File: config.mk
export PLATFORM = sky130hd
export DESIGN_NAME = shifter_pipe
export DESIGN_NICKNAME = d
export VERILOG_FILES = /design/src/rtl/shifter_pipe.sv
export SDC_FILE = /design/constraint.sdc
export NUM_CORES = 1
export LEC_CHECK = 0
export BUFFER_PORTS_ARGS = -buffer_cell sky130_fd_sc_hd__buf_2
export CAP_MARGIN = 20
export CORE_ASPECT_RATIO = 1.2
export CORE_UTILIZATION = 25
export DETAILED_ROUTE_END_ITERATION = 7
export SETUP_SLACK_MARGIN = 0.1
export SYNTH_ARGS = -nofsm -noshare
export SYNTH_HDL_FRONTEND = slang
export SYNTH_SLANG_ARGS = --single-unit
File: constraint.sdc
create_clock -name clk -period 2.8 [get_ports clk]
set_clock_uncertainty 0.2 [all_clocks]
set_input_delay 0.42 -clock clk [delete_from_list [all_inputs] [get_ports clk]]
set_output_delay 0.42 -clock clk [all_outputs]
set_load 0.05 [all_outputs]
File: src/rtl/shifter_pipe.sv
// Pipelined barrel shifter (SLL/ROL/SRL/SRA) with valid/ready on both sides.
// Optional macro SHIFTER_PIPE_ROTATE_EN enables rotate-left; otherwise funct 01 behaves as SLL.
module shifter_pipe #(
  parameter int WIDTH  = 32,
  parameter int STAGES = 2,
  parameter int LOG2W  = $clog2(WIDTH)
) (
  input  logic             clk,
  input  logic             reset,
  input  logic             in_valid,
  output logic             in_ready,
  input  logic [1:0]       funct,
  input  logic [WIDTH-1:0] a,
  input  logic [LOG2W-1:0] N,
  output logic             out_valid,
  input  logic             out_ready,
  output logic [WIDTH-1:0] R,
  output logic             R_zero
);

  localparam int B  = (LOG2W + STAGES - 1) / STAGES;
  localparam int CS = (STAGES > 1) ? STAGES - 1 : 1;
  localparam logic [LOG2W-1:0] SLICE_MASK = LOG2W'((1 << B) - 1);

  localparam logic [1:0] F_SLL = 2'b00;
  localparam logic [1:0] F_ROL = 2'b01;
  localparam logic [1:0] F_SRL = 2'b10;
  localparam logic [1:0] F_SRA = 2'b11;

  function automatic logic [WIDTH-1:0] shift_op(input logic [WIDTH-1:0] d,
                                                input logic [1:0]       f,
                                                input logic             sign,
                                                input logic [LOG2W-1:0] amt);
    logic [WIDTH-1:0] res;
    case (f)
      F_SRL: res = d >> amt;
      // sign fill comes from the carried original MSB, not the partial result
      F_SRA: res = (d >> amt) | (sign ? ~({WIDTH{1'b1}} >> amt) : '0);
`ifdef SHIFTER_PIPE_ROTATE_EN
      F_ROL: res = (d << amt) | (d >> ((LOG2W+1)'(WIDTH) - {1'b0, amt}));
`endif
      default: res = d << amt;
    endcase
    return res;
  endfunction

  // per-stage registers; control fields only needed between stages
  logic [STAGES-1:0] v_q;
  logic [WIDTH-1:0]  d_q [STAGES];
  logic [1:0]        f_q [CS];
  logic [CS-1:0]     sg_q;
  logic [LOG2W-1:0]  n_q [CS];
  logic              zr_q;

  logic [STAGES:0]   rdy;
  logic [STAGES-1:0] v_in;
  logic [STAGES-1:0] sg_in;
  logic [WIDTH-1:0]  d_in [STAGES];
  logic [WIDTH-1:0]  d_sh [STAGES];
  logic [1:0]        f_in [STAGES];
  logic [LOG2W-1:0]  n_in [STAGES];

  always_comb begin
    rdy   = '0;
    v_in  = '0;
    sg_in = '0;
    for (int s = 0; s < STAGES; s++) begin
      d_in[s] = '0;
      d_sh[s] = '0;
      f_in[s] = '0;
      n_in[s] = '0;
    end

    // ready ripples back from the consumer so a full pipe still streams
    rdy[STAGES] = out_ready;
    for (int s = STAGES - 1; s >= 0; s--)
      rdy[s] = !v_q[s] || rdy[s+1];

    v_in[0]  = in_valid;
    d_in[0]  = a;
    f_in[0]  = funct;
    sg_in[0] = a[WIDTH-1];
    n_in[0]  = N;
    for (int s = 1; s < STAGES; s++) begin
      v_in[s]  = v_q[s-1];
      d_in[s]  = d_q[s-1];
      f_in[s]  = f_q[s-1];
      sg_in[s] = sg_q[s-1];
      n_in[s]  = n_q[s-1];
    end

    // remaining N is kept right-aligned, so each stage masks its low slice
    for (int s = 0; s < STAGES; s++)
      d_sh[s] = shift_op(d_in[s], f_in[s], sg_in[s], (n_in[s] & SLICE_MASK) << (s * B));
  end

  always_ff @(posedge clk) begin
    if (reset) begin
      v_q  <= '0;
      sg_q <= '0;
      zr_q <= 1'b0;
      for (int s = 0; s < STAGES; s++)
        d_q[s] <= '0;
      for (int s = 0; s < CS; s++) begin
        f_q[s] <= '0;
        n_q[s] <= '0;
      end
    end else begin
      for (int s = 0; s < STAGES; s++) begin
        if (rdy[s]) begin
          v_q[s] <= v_in[s];
          // bubbles leave the data untouched so R stays quiet between results
          if (v_in[s])
            d_q[s] <= d_sh[s];
        end
      end
      for (int s = 0; s < STAGES - 1; s++) begin
        if (rdy[s] && v_in[s]) begin
          f_q[s]  <= f_in[s];
          sg_q[s] <= sg_in[s];
          n_q[s]  <= n_in[s] >> B;
        end
      end
      if (rdy[STAGES-1] && v_in[STAGES-1])
        zr_q <= (d_sh[STAGES-1] == '0);
    end
  end

  assign in_ready  = !reset && rdy[0];
  assign out_valid = v_q[STAGES-1];
  assign R         = d_q[STAGES-1];
  assign R_zero    = zr_q;

endmodule

==> impl_metrics.sql <==
INSERT INTO impl_metrics (metric_group, metric, value, unit) VALUES
('worst_setup_path', 'setup.worst_path.class', 'flop to flop', ''),
('place', 'place_congestion', '0.947', ''),
('worst_setup_path', 'path_max_fanout', '7', ''),
('synth', 'yosysMostFrequentCell', 'sky130_fd_sc_hd__nand2_1', ''),
('run_status', 'outcome', 'finished, final reports clean', ''),
('global_routing', 'grt_start_max_net_pins', '82', ''),
('floorplanning', 'design.portCount', '78', ''),
('sta', 'finalWorstPathRequiredPeriod', '2580', 'ps'),
('worst_setup_path', 'setup.worst_path.end_class', 'flop', ''),
('power_and_ir_drop', 'pwr_density_cell', '512', 'mW/mm^2'),
('run', 'max_cap_violations', '0', ''),
('cells_and_area', 'drive_above_1_share', '22.4', '%'),
('power_and_ir_drop', 'worst_ir_drop_vdd', '297', 'uV'),
('floorplanning', 'floorplan.initialDensity', '25.8', '%'),
('synth', 'syn-mean-instance-area', '8.42', 'sq um'),
('floorplanning', 'core-area', '0.0242', 'sq mm'),
('floorplanning', 'die_area', '0.0256', 'sq mm'),
('cts', 'ctsHoldBuffers', '0', ''),
('sta', 'fin_tns_setup', '0', 'ps'),
('synth', 'number_of_synthesized_flops_with_an_enable_pin', '68', ''),
('drt', 'ant_nets', '0', ''),
('cts', 'clk_transition_reported_paths', '50', 'ps'),
('cells_and_area', 'area.growth.synth_to_final', '18.9', '%'),
('sta', 'max-slew-margin-rel', '50.3', '%'),
('drt', 'wire_per_inst', '17.3', 'microns'),
('sta', 'timing.final.setup_violations', '0', ''),
('cells_and_area', 'antenna-diode-count', '0', ''),
('sta', 'timing.fmax', '388', 'MHz'),
('floorplanning', 'chipWidth', '146', 'microns'),
('sta', 'rsz0062_at_grt', 'no', ''),
('global_routing', 'track_usage', '15.2', '%'),
('hold_path', 'hp-class', 'primary input to flop', ''),
('cells_and_area', 'final_net_count', '845', ''),
('cts', 'numCtsBuffers', '9', ''),
('hold_path', 'worstHoldStart', 'N[4]', ''),
('cts', 'ctsLongestPathBuffers', '2', ''),
('synth', 'ys_seq_elements', '72', ''),
('drt', 'avgViaCountPerCell', '5.25', ''),
('place', 'numPortBuffers', '77', ''),
('drt', 'wirelength', '19500', 'microns'),
('cts', 'clock_tree_from_tritoncts', 'built', ''),
('floorplanning', 'rows', '62', ''),
('worst_setup_path', 'critPathLaunchType', 'flop', ''),
('global_routing', 'grt_pass1_vias', '5478', ''),
('worst_setup_path', 'worst_ep_required_time', '2880', 'ps'),
('drt', 'first_iter_violations', '547', ''),
('worst_setup_path', 'crit_arrival', '2660', 'ps'),
('global_routing', 'wire_length_of_the_first_global_routing_pass', '31000', 'microns'),
('synth', 'synth.largest_area_cell', 'sky130_fd_sc_hd__edfxtp_1', ''),
('power_and_ir_drop', 'static-leakage-power', '0.00294', 'uW'),
('synth', 'synth_area', '0.00624', 'sq mm'),
('synth', 'synth_cell_types', '62', ''),
('power_and_ir_drop', 'power', '3800', 'uW'),
('synth', 'synth_area_leaders', 'sky130_fd_sc_hd__edfxtp_1 33%, sky130_fd_sc_hd__mux2i_1 7.5%, sky130_fd_sc_hd__nand2_1 6.9%', ''),
('worst_setup_path', 'timing.critical_path.from', 'n_q[0][0]$_SDFFCE_PN0P_', ''),
('sta', 'worst_margin_slew', '745', 'ps'),
('global_routing', 'grt_antenna_before_repair', '0', ''),
('sta', 'final_slew_viol_count', '0', ''),
('synth', 'synth_largest_type_area_fraction', '32.7', '%'),
('synth', 'synth_seq_area_share', '34.0', '%'),
('cts', 'insertion_delay', '340', 'ps'),
('drt', 'detail_route.drc_violations', '0', ''),
('synth', 'yosys_warnings', '0', ''),
('synth', 'synth_nets', '784', ''),
('synth', 'syn_inst', '741', ''),
('cts', 'clkSinkCount', '72', ''),
('global_routing', 'globalRouteOverflowTotal', '0', ''),
('sta', 'final.period_utilization', '92.1', '%'),
('synth', 'ys_dominant_reg_cell', 'sky130_fd_sc_hd__edfxtp_1', ''),
('cts', 'htree_levels', '3', ''),
('place', 'hpwl', '15000', 'microns');
[path summary, 6_finish.rpt]
| kind | to | slack [ps] | cells past startpoint |
|---|---|---|---|
| setup / recovery | R_zero$_SDFFE_PP0P_ | 220 | 7 |
| hold / removal | n_q[0][1]$_SDFFCE_PN0P_ | 160 | 2 |
| setup reg to reg | R_zero$_SDFFE_PP0P_ | 220 | 7 |
| hold reg to reg | sg_q$_SDFFE_PP0P_ | 290 | 2 |
[cells in the final DEF (no fill, tap or decap), types with 19 or more instances in the layout]
master / Yosys / layout
sky130_fd_sc_hd__nand2_1: 115 / 115
sky130_fd_sc_hd__buf_2: 14 / 77
sky130_fd_sc_hd__nor2_1: 69 / 69
sky130_fd_sc_hd__edfxtp_1: 68 / 68
sky130_fd_sc_hd__a21oi_1: 62 / 61
sky130_fd_sc_hd__mux2i_1: 47 / 47
sky130_fd_sc_hd__o21ai_0: 42 / 41
sky130_fd_sc_hd__buf_4: 0 / 36
sky130_fd_sc_hd__mux2_2: 31 / 31
sky130_fd_sc_hd__o211ai_1: 25 / 25
sky130_fd_sc_hd__a211oi_1: 21 / 21
sky130_fd_sc_hd__nand2b_1: 20 / 20
sky130_fd_sc_hd__nor3_1: 19 / 19
[state kept, by name (all words and copies together) (netlist names)]
signal / count
d_q: 64
f_q: 2
n_q: 2
v_q: 2
R_zero: 1
sg_q: 1
[layout make-up]
class                   instances  area [sq um]
clock inverters                 6           108
repair buffers                117           721
flip-flops and latches         72          2120
clock buffers                  10           229
fillers                      2604         16800
well taps                     320           400
multi-input cells             595          3810
inverters                       7          26.3
[power by group]
| part | internal, uW | switching [uW] |
|---|---|---|
| combinational | 409 | 723 |
| sequential | 1290 | 85.5 |
| clock | 866 | 424 |
| total | 2560 | 1230 |
[layer usage]
layer | global-route usage [%] | share of wire [%]
met5 | 0 | 0
met4 | 5.38 | 2.5
met3 | 2.32 | 6.3
met2 | 23.7 | 46
met1 | 21.4 | 46
[per-stage QoR]
| stage | hold WS (ps) | utilization [%] | setup WS [ps] | instances | instance area [sq um] |
|---|---|---|---|---|---|
| after detailed placement | 283 | 29.2 | 171 | 1108 | 7060 |
| after CTS | 156 | 30.5 | 151 | 1124 | 7390 |
| after floorplan | 263 | - | 299 | 741 | 6240 |
| after global placement | 282 | 29.2 | 196 | 1108 | 7060 |
| final | 164 | 30.7 | 222 | 1127 | 7420 |
| after global routing | 177 | 30.7 | 117 | 1127 | 7420 |
[kinds of logic after synthesis]
| kind of cell | synth area share [%] |
|---|---|
| compound gates | 23.2 |
| mux | 16.4 |
| simple gates | 21.2 |
| buf+inv | 5.20 |
| flops | 34.0 |
[what timing repair did]
item                                    CTS  global route
gates resized for setup                   0             1
setup buffers                             0             3
endpoints found under the setup margin    0             1
No activity file was read; power rests on OpenSTA's default activity.
